[config.mk]
export PLATFORM = sky130hd
export DESIGN_NAME = alu_spi_master_flat
export DESIGN_NICKNAME = d
export VERILOG_FILES = /design/src/rtl/alu_spi_master_if.sv /design/src/rtl/alu_spi_master.sv /design/src/flat_wrapper.sv
export SDC_FILE = /design/constraint.sdc
export NUM_CORES = 1
export LEC_CHECK = 0
export CAP_MARGIN = 25
export CORE_ASPECT_RATIO = 1.5
export CORE_MARGIN = 5
export CORE_UTILIZATION = 54
export CTS_CLUSTER_DIAMETER = 100
export CTS_CLUSTER_SIZE = 20
export DETAILED_ROUTE_END_ITERATION = 16
export HOLD_SLACK_MARGIN = 0.02
export PLACE_DENSITY_LB_ADDON = 0.1
export SYNTH_ARGS = -nofsm -noshare
export SYNTH_HDL_FRONTEND = slang
export SYNTH_SLANG_ARGS = --single-unit
[constraint.sdc]
create_clock -name clock -period 7 [get_ports clock]
set_clock_uncertainty 0.2 [all_clocks]
set_input_delay 1.05 -clock clock [delete_from_list [all_inputs] [get_ports clock]]
set_output_delay 1.05 -clock clock [all_outputs]
set_load 0.01 [all_outputs]
[src/rtl/alu_spi_master_if.sv]
// SPI bus between the ALU request master and the SPI ALU slave.
interface alu_spi_master_if;
    logic nss;
    logic sclk;
    logic mosi;
    logic miso;

    modport master (output nss, output sclk, output mosi, input miso);
    modport slave  (input nss, input sclk, input mosi, output miso);
endinterface

[src/rtl/alu_spi_master.sv]
// Serialises one ALU request (opcode, A, B) over SPI and reads back the 32-bit result.
module alu_spi_master #(
    parameter int unsigned SCLK_LOW_CYCLES = 1
) (
    input  logic              clock,
    input  logic              reset,
    input  logic              req_valid,
    output logic              req_ready,
    input  logic [3:0]        req_opcode,
    input  logic [31:0]       req_a,
    input  logic [31:0]       req_b,
    output logic              rsp_valid,
    output logic [31:0]       rsp_result,
    output logic              rsp_zero,
    alu_spi_master_if.master  spi_if
);

    typedef enum logic [2:0] {
        IDLE,
        WR_LOW,
        WR_HIGH,
        WAIT_EXEC,
        READ
    } state_t;

    localparam logic [7:0] LOW_LAST = 8'(SCLK_LOW_CYCLES);
    localparam logic [6:0] WR_LAST  = 7'd67;
    localparam logic [6:0] RD_LAST  = 7'd31;

    state_t      state;
    logic [66:0] frame;      // bits still to send after the one on mosi
    logic [6:0]  bit_idx;
    logic [7:0]  low_cnt;
    logic [30:0] shift;

    always_ff @(posedge clock or posedge reset) begin
        if (reset) begin
            state       <= IDLE;
            frame       <= '0;
            bit_idx     <= '0;
            low_cnt     <= '0;
            shift       <= '0;
            req_ready   <= 1'b1;
            rsp_valid   <= 1'b0;
            rsp_result  <= '0;
            rsp_zero    <= 1'b0;
            spi_if.nss  <= 1'b1;
            spi_if.sclk <= 1'b0;
            spi_if.mosi <= 1'b0;
        end else begin
            rsp_valid <= 1'b0;
            unique case (state)
                IDLE: begin
                    if (req_valid) begin
                        state       <= WR_LOW;
                        frame       <= {req_opcode[2:0], req_a, req_b};
                        spi_if.mosi <= req_opcode[3];
                        bit_idx     <= '0;
                        low_cnt     <= 8'd1;
                        req_ready   <= 1'b0;
                        spi_if.nss  <= 1'b0;
                        spi_if.sclk <= 1'b0;
                    end
                end
                WR_LOW: begin
                    if (low_cnt == LOW_LAST) begin
                        state       <= WR_HIGH;
                        spi_if.sclk <= 1'b1;
                    end else begin
                        low_cnt <= low_cnt + 8'd1;
                    end
                end
                WR_HIGH: begin
                    spi_if.sclk <= 1'b0;
                    if (bit_idx == WR_LAST) begin
                        state       <= WAIT_EXEC;
                        spi_if.mosi <= 1'b0;
                    end else begin
                        state       <= WR_LOW;
                        bit_idx     <= bit_idx + 7'd1;
                        low_cnt     <= 8'd1;
                        spi_if.mosi <= frame[66];
                        frame       <= {frame[65:0], 1'b0};
                    end
                end
                WAIT_EXEC: begin
                    state   <= READ;
                    bit_idx <= '0;
                end
                READ: begin
                    shift <= {shift[29:0], spi_if.miso};
                    if (bit_idx == RD_LAST) begin
                        state      <= IDLE;
                        rsp_result <= {shift, spi_if.miso};
                        rsp_zero   <= ({shift, spi_if.miso} == 32'd0);
                        rsp_valid  <= 1'b1;
                        req_ready  <= 1'b1;
                        spi_if.nss <= 1'b1;
                    end else begin
                        bit_idx <= bit_idx + 7'd1;
                    end
                end
                default: state <= IDLE;
            endcase
        end
    end

endmodule

[src/flat_wrapper.sv]
// flat-port wrapper written by rule: the top's interface ports become plain ports
module alu_spi_master_flat 
#(
    parameter int unsigned SCLK_LOW_CYCLES = 1
)
  (clock, reset, req_valid, req_ready, req_opcode, req_a, req_b, rsp_valid, rsp_result, rsp_zero, spi_if_nss, spi_if_sclk, spi_if_mosi, spi_if_miso);
  alu_spi_master_if spi_if_i ();
  input  logic clock;
  input  logic reset;
  input  logic req_valid;
  output logic req_ready;
  input  logic [3:0] req_opcode;
  input  logic [31:0] req_a;
  input  logic [31:0] req_b;
  output logic rsp_valid;
  output logic [31:0] rsp_result;
  output logic rsp_zero;
  output wire logic [$bits(spi_if_i.nss)-1:0] spi_if_nss;
  output wire logic [$bits(spi_if_i.sclk)-1:0] spi_if_sclk;
  output wire logic [$bits(spi_if_i.mosi)-1:0] spi_if_mosi;
  input wire logic [$bits(spi_if_i.miso)-1:0] spi_if_miso;
  assign spi_if_nss = spi_if_i.nss;
  assign spi_if_sclk = spi_if_i.sclk;
  assign spi_if_mosi = spi_if_i.mosi;
  assign spi_if_i.miso = spi_if_miso;
  alu_spi_master #(.SCLK_LOW_CYCLES(SCLK_LOW_CYCLES)) u_core (.clock(clock), .reset(reset), .req_valid(req_valid), .req_ready(req_ready), .req_opcode(req_opcode), .req_a(req_a), .req_b(req_b), .rsp_valid(rsp_valid), .rsp_result(rsp_result), .rsp_zero(rsp_zero), .spi_if(spi_if_i));
endmodule
Word-level counts from Yosys, hierarchy flattened
Cells that the tools add are included.
{ "word_totals": {"mem_bits_rw": 0, "romBits": 0, "reg_bits": 153, "in_bits": 72, "latch_bits": 0, "n_memories": 0, "wordCells": 66} }
{ "classes": {"order_cmp": 0, "div_mod_pow": 0, "n_shift": 0, "mux": 26, "reduce_logical": 14, "addsub": 2, "n_eq_ne": 13, "n_bitwise": 0, "multipliers": 0} }
{ "ops": {"columns": ["op", "count"], "rows": [
  ["$mux W67", 2],
  ["$pmux W67 S2", 1],
  ["$logic_not A32 Y1", 1],
  ["$pmux W7 S4", 1],
  ["$mux W8", 3],
  ["$pmux W8 S3", 1],
  ["$mux W7", 3],
  ["$pmux W3 S5", 1],
  ["$reduce_and A3 Y1", 4],
  ["$mux W3", 3],
  ["$add A8 B1 Y8 const B", 1],
  ["$eq A8 B1 Y1 const B", 1],
  ["$ne A2 B2 Y1 const B", 4],
  ["$reduce_and A4 Y1", 2],
  ["$add A7 B1 Y7 const B", 1],
  ["$eq A7 B5 Y1 const B", 1],
  ["$eq A7 B7 Y1 const B", 1],
  ["$mux W1", 7],
  ["$eq A3 B2 Y1 const B", 2],
  ["$ne A2 B1 Y1 const B", 2],
  ["$pmux W1 S2", 2],
  ["$reduce_and A2 Y1", 2],
  ["$reduce_bool A2 Y1", 2],
  ["$reduce_bool A4 Y1", 1],
  ["other kinds (6)", 6]
]} }

Depth between registers and ports, before layout
{ "depth": {"depth_word": 3, "mapped_depth": 8, "mapped_depth_nobuf": 6} }

Worst setup path after synthesis
OpenSTA, ideal clock, no wires.
{ "synth_timing": {"path_kind": "in2reg", "startpoint": "in req_valid", "endpoint": "reg u_core.frame[10]", "setup_time_ns": 0.125, "cell_stages": 6, "setup_slack_ns": 4.395, "path_buffers": 2, "required_ns": 6.675, "arrival_ns": 2.280, "path_cell_list": "inv_1 > nor4_1 > a21oi_1 > buf_2 > buf_2 > mux2_2"} }
{ "synth_between": {"elab_chain_cells": 2} }
{ "synth_rtl": {"columns": ["item", "line_no", "rtl"], "rows": [
  ["start: declaration", "flat_wrapper.sv:10", "input logic req_valid;"],
  ["$ne A2 B2 Y1 (no line)", null, null],
  ["$reduce_and A3 Y1 (no line)", null, null],
  ["end signal: assignment", "alu_spi_master.sv:56", "frame <= {req_opcode[2:0], req_a, req_b};"],
  ["end signal: assignment", "alu_spi_master.sv:83", "frame <= {frame[65:0], 1'b0};"],
  ["end: declaration", "alu_spi_master.sv:31", "logic [66:0] frame;"]
]} }
No other way between the ends.
A chain may end at the register's enable or synchronous reset.

Final worst setup path
{ "layout_timing": {"startpoint": "reg u_core.bit_idx[3]", "endpoint": "reg u_core.frame[39]"} }
{ "layout_between": {"elab_chain_cells": 3} }
{ "layout_rtl": {"columns": ["item", "line_no", "rtl"], "rows": [
  ["start: declaration", "alu_spi_master.sv:32", "logic [6:0] bit_idx;"],
  ["start signal: assignment", "alu_spi_master.sv:80", "bit_idx <= bit_idx + 7'd1;"],
  ["start signal: assignment", "alu_spi_master.sv:100", "bit_idx <= bit_idx + 7'd1;"],
  ["$eq A7 B7 Y1", "alu_spi_master.sv:75", "if (bit_idx == WR_LAST) begin"],
  ["$ne A2 B2 Y1 (no line)", null, null],
  ["$reduce_and A3 Y1 (no line)", null, null]
]} }
No other way between the ends.

==> results.txt <==
----------------------------------------------------
[Clock network]
  Total setup buffers inserted after CTS ... 0
  TritonCTS buffer count ... 17
  Clock net sink count ... 153
  H-Tree Depth ... 4
  Number of gates resized after CTS ... 0
  Number of buffers between clock root and the deepest sink ... 2
  TritonCTS clock tree ... built
  Clock tree root buffer cell ... sky130_fd_sc_hd__clkbuf_16
  Number of hold buffers added after CTS ... 0
  Clock latency of the later-clocked register in the worst-skew pair ... 0.42 ns
  CTS clk-pin slew, worst paths ... 0.06 ns

[Floorplan]
  Die ar. ... 15500 um2
  Width of the chip ... 103 um
  Initial cell density of the core ... 54.6%
  Total number of placement rows ... 51
  Die Y ... 150 um
  CORE AREA ... 12900 um2
  Boundary pin count ... 110

[STA]
  Share of the clock period used by the worst path after layout ... 49.9%
  RSZ-0062 raised after global routing ... false
  Maximum operating frequency ... 286 MHz
  Number of hold violations in the final report ... 0
  Max Slew Vio Count ... 0
  Max-Slew Margin vs Limit ... 31.0%
  Worst-Margin Slew ... 1.03 ns
  Setup violators final ... 0
  Minimum period implied by the final worst setup slack ... 3.49 ns
  Aggregate negative setup slack ... 0 ns

[Drt]
  Vias ... 4585
  Residual antenna-violating net count after detailed routing ... 0
  Wire length per cell after detailed routing ... 16.6 um
  Total DRC errors in the routed layout ... 0
  Top routing layer used ... met4
  First-iteration detailed-routing DRC count ... 186
  Met2 WL ... 7.57 mm
  Avg Vias per Cell ... 5.52
  First drt pass iteration count ... 4
  Routed met3 length ... 714 um
  Routed metal-1 wire length ... 5.31 mm
  Wirelength, routed ... 13.8 mm

[Worst setup path]
  Critical path, cell by cell ... nor4b_1, nand2_1, a21oi_4, buf_4, mux2_2
  Worst setup SP type ... flop
  Depth of the critical timing path with buffers and inverters included ... 5
  FF-to-FF path depth ... 5
  Arrival time reported for the critical path endpoint ... 3.58 ns
  Crit-path max FO ... 35
  Critical path's slowest cell ... sky130_fd_sc_hd__a21oi_4
  Endpoint required time on the critical path ... 7.09 ns
  R2r setup slk ... 3.51 ns
  Crit path kind ... flop to flop
  Longest individual stage delay on the worst path ... 0.89 ns
  Critical path capture point type ... flop
  Largest delay share family, worst path ... compound AO/OA/AOI/OAI gates
  Critical path buffers and inverters ... 1

[GRT]
  Total global routing overflow ... 0
  GRT Resource Usage Total ... 18.9%
  First-pass GRT wire length ... 22.9 mm
  Antenna violations before repair ... 0
  Number of global-route vias before repair ... 4751
  Largest net degree at the start of global routing ... 89

[Placement]
  Total cell area at the placement stage ... 8230 um2
  Final RePlAce weighted congestion ... 0.841
  Number of port buffers ... 109
  Half-perimeter wire length of the detailed placement result ... 9.28 mm
  Placed instance count ... 798

[Synth]
  Count of state elements after synthesis ... 153
  Basic-gate share of the synthesized area counting and, or, nand and nor cells ... 9.32%
  Synthesized instance count ... 557
  Arithmetic-cell share of the synthesized area counting full adders, half adders and majority gates ... 0.711%
  Warnings from Yosys ... 0
  Distinct cell type count after synthesis ... 50
  Mapped cell area ... 7040 um2
  Fraction of registers with async set or reset after synthesis ... 100%
  Mean instance size in the synthesized netlist ... 12.6 um2
  Compound-cell area share of the yosys netlist ... 4.41%
  Largest family of logic cells by synthesized area ... multiplexers
  Share of synthesized area occupied by flip-flops and latches ... 54.4%
  Leading register cell type out of synthesis ... sky130_fd_sc_hd__dfrtp_1
  Number of enable flip-flop cells after synthesis ... 0
  Share of the synthesized netlist area taken by xor and xnor gates ... 0.124%
  Proportion of synthesized area in mux cells ... 28.2%
  Synthesized netlist net count ... 633

[Power and ir drop]
  Worst VDD drop ... 0.157 mV
  Leakage power ... 0.00405 uW
  Total power divided by cell area ... 327 nW/um2

[Cells and area]
  Growth of design area from synthesis to finish ... 25.7%
  Final std cells w/o fill ... 830
  Highest-count cells in the layout ignoring fill and taps ... sky130_fd_sc_hd__dfrtp_1 (152), sky130_fd_sc_hd__mux2_2 (139), sky130_fd_sc_hd__clkdlybuf4s50_1 (109)
  Most common library cell in the layout ignoring fill and taps ... sky130_fd_sc_hd__dfrtp_1
  Count of filler cells inserted in the layout ... 961
  Design Area, Final ... 8840 um2
  Share of cells above drive strength 1 ... 31.6%
  Antenna diode instance count ... 0
  Nets@finish ... 734

[Worst hold path]
  Classification of the worst-slack hold path ... flop to flop
  Hold Crit Depth ... 1

[Run]
  Max-capacitance violation count ... 0

[Run status]
  Outcome ... finished, final reports clean

----------------------------------------------------
==> layout make-up <==
| cell class | count | area, um2 | share of cell area (%) |
|---|---|---|---|
| sequential | 153 | 3830 | 43.3 |
| multi-input combinational | 363 | 3030 | 34.3 |
| timing repair buffer | 115 | 1130 | 12.8 |
| clock buffer | 19 | 443 | 5.01 |
| tap | 159 | 199 | 2.25 |
| clock inverter | 13 | 171 | 1.94 |
| inverter | 8 | 35.0 | 0.396 |
==> through the flow <==
step                      utilization, %  setup slack [ns]  total power (uW)  hold slack [ns]
final                               68.6              3.51              2890            0.300
after global routing                68.6              3.30              3060            0.317
after CTS                           68.6              3.50              2920            0.304
after detailed placement            63.9              3.10              1970            0.290
after global placement              63.8              3.08              1920            0.267
after floorplan                        -              1.63              1780            0.261
==> power by group <==
| group | internal (uW) | switching (uW) |
|---|---|---|
| Sequential | 1130 | 152 |
| Clock | 574 | 365 |
| Combinational | 391 | 285 |
==> layer usage <==
metal,vias to the layer above,track usage (%)
li1,2167,-
met1,2291,21.6
met2,112,33.6
met3,15,4.80
met4,0,6.61
met5,-,0
==> flip-flops by register name, summed over array words and instances, names as in the netlist <==
signal and count:
u_core.rsp_valid 1, u_core.low_cnt 8, u_core.state 3, u_core.spi_if.sclk 1
u_core.req_ready 1, u_core.rsp_zero 1, u_core.spi_if.mosi 1, u_core.bit_idx 7
u_core.frame 67, u_core.rsp_result 32, u_core.shift 31
==> cells in the mapped netlist (all sizes together) (3+ instances only) <==
| master | count | area [um2] |
|---|---|---|
| nor3b | 3 | 22.5 |
| a32o | 4 | 40.0 |
| mux2i | 3 | 30.0 |
| clkbuf | 17 | 63.8 |
| o22ai | 3 | 18.8 |
| o21ai | 12 | 60.1 |
| nor2 | 6 | 22.5 |
| ha | 4 | 50.1 |
| nand3 | 6 | 30.0 |
| nand2 | 100 | 375 |
| nor3 | 3 | 15.0 |
| dfrtp | 152 | 3800 |
| nor4 | 10 | 62.6 |
| inv | 8 | 30.0 |
| mux2 | 165 | 1960 |
| a21oi | 5 | 25.0 |
| nand4 | 3 | 18.8 |
| buf | 16 | 103 |
==> kinds of logic after synthesis <==
kind of cell,count (synthesis)
flip-flops,153
AND/OR/NAND/NOR,146
XOR/XNOR,1
AO/OA/AOI/OAI,44
adder cells (fa/ha/maj),4
buffers and inverters,41
multiplexers,168
==> worst paths after layout <==
check,startpoint,end
worst min register to register,u_core.frame[30],u_core.frame[30]
min in group asynchronous,reset,u_core.rsp_result[26]
worst max register to register,u_core.bit_idx[3],u_core.frame[39]
worst min-delay path,u_core.frame[30],u_core.frame[30]
worst max-delay path,u_core.bit_idx[3],u_core.frame[39]
max in group asynchronous,reset,u_core.frame[56]
==> worst register-to-register path, stage by stage (launching register included) <==
cell and delay, ns:
sky130_fd_sc_hd__dfrtp_1 0.43, sky130_fd_sc_hd__nor4b_1 0.55, sky130_fd_sc_hd__nand2_1 0.33, sky130_fd_sc_hd__a21oi_4 0.89, sky130_fd_sc_hd__buf_4 0.55, sky130_fd_sc_hd__mux2_2 0.42
Note: power is estimated with default switching activity, not from simulation.
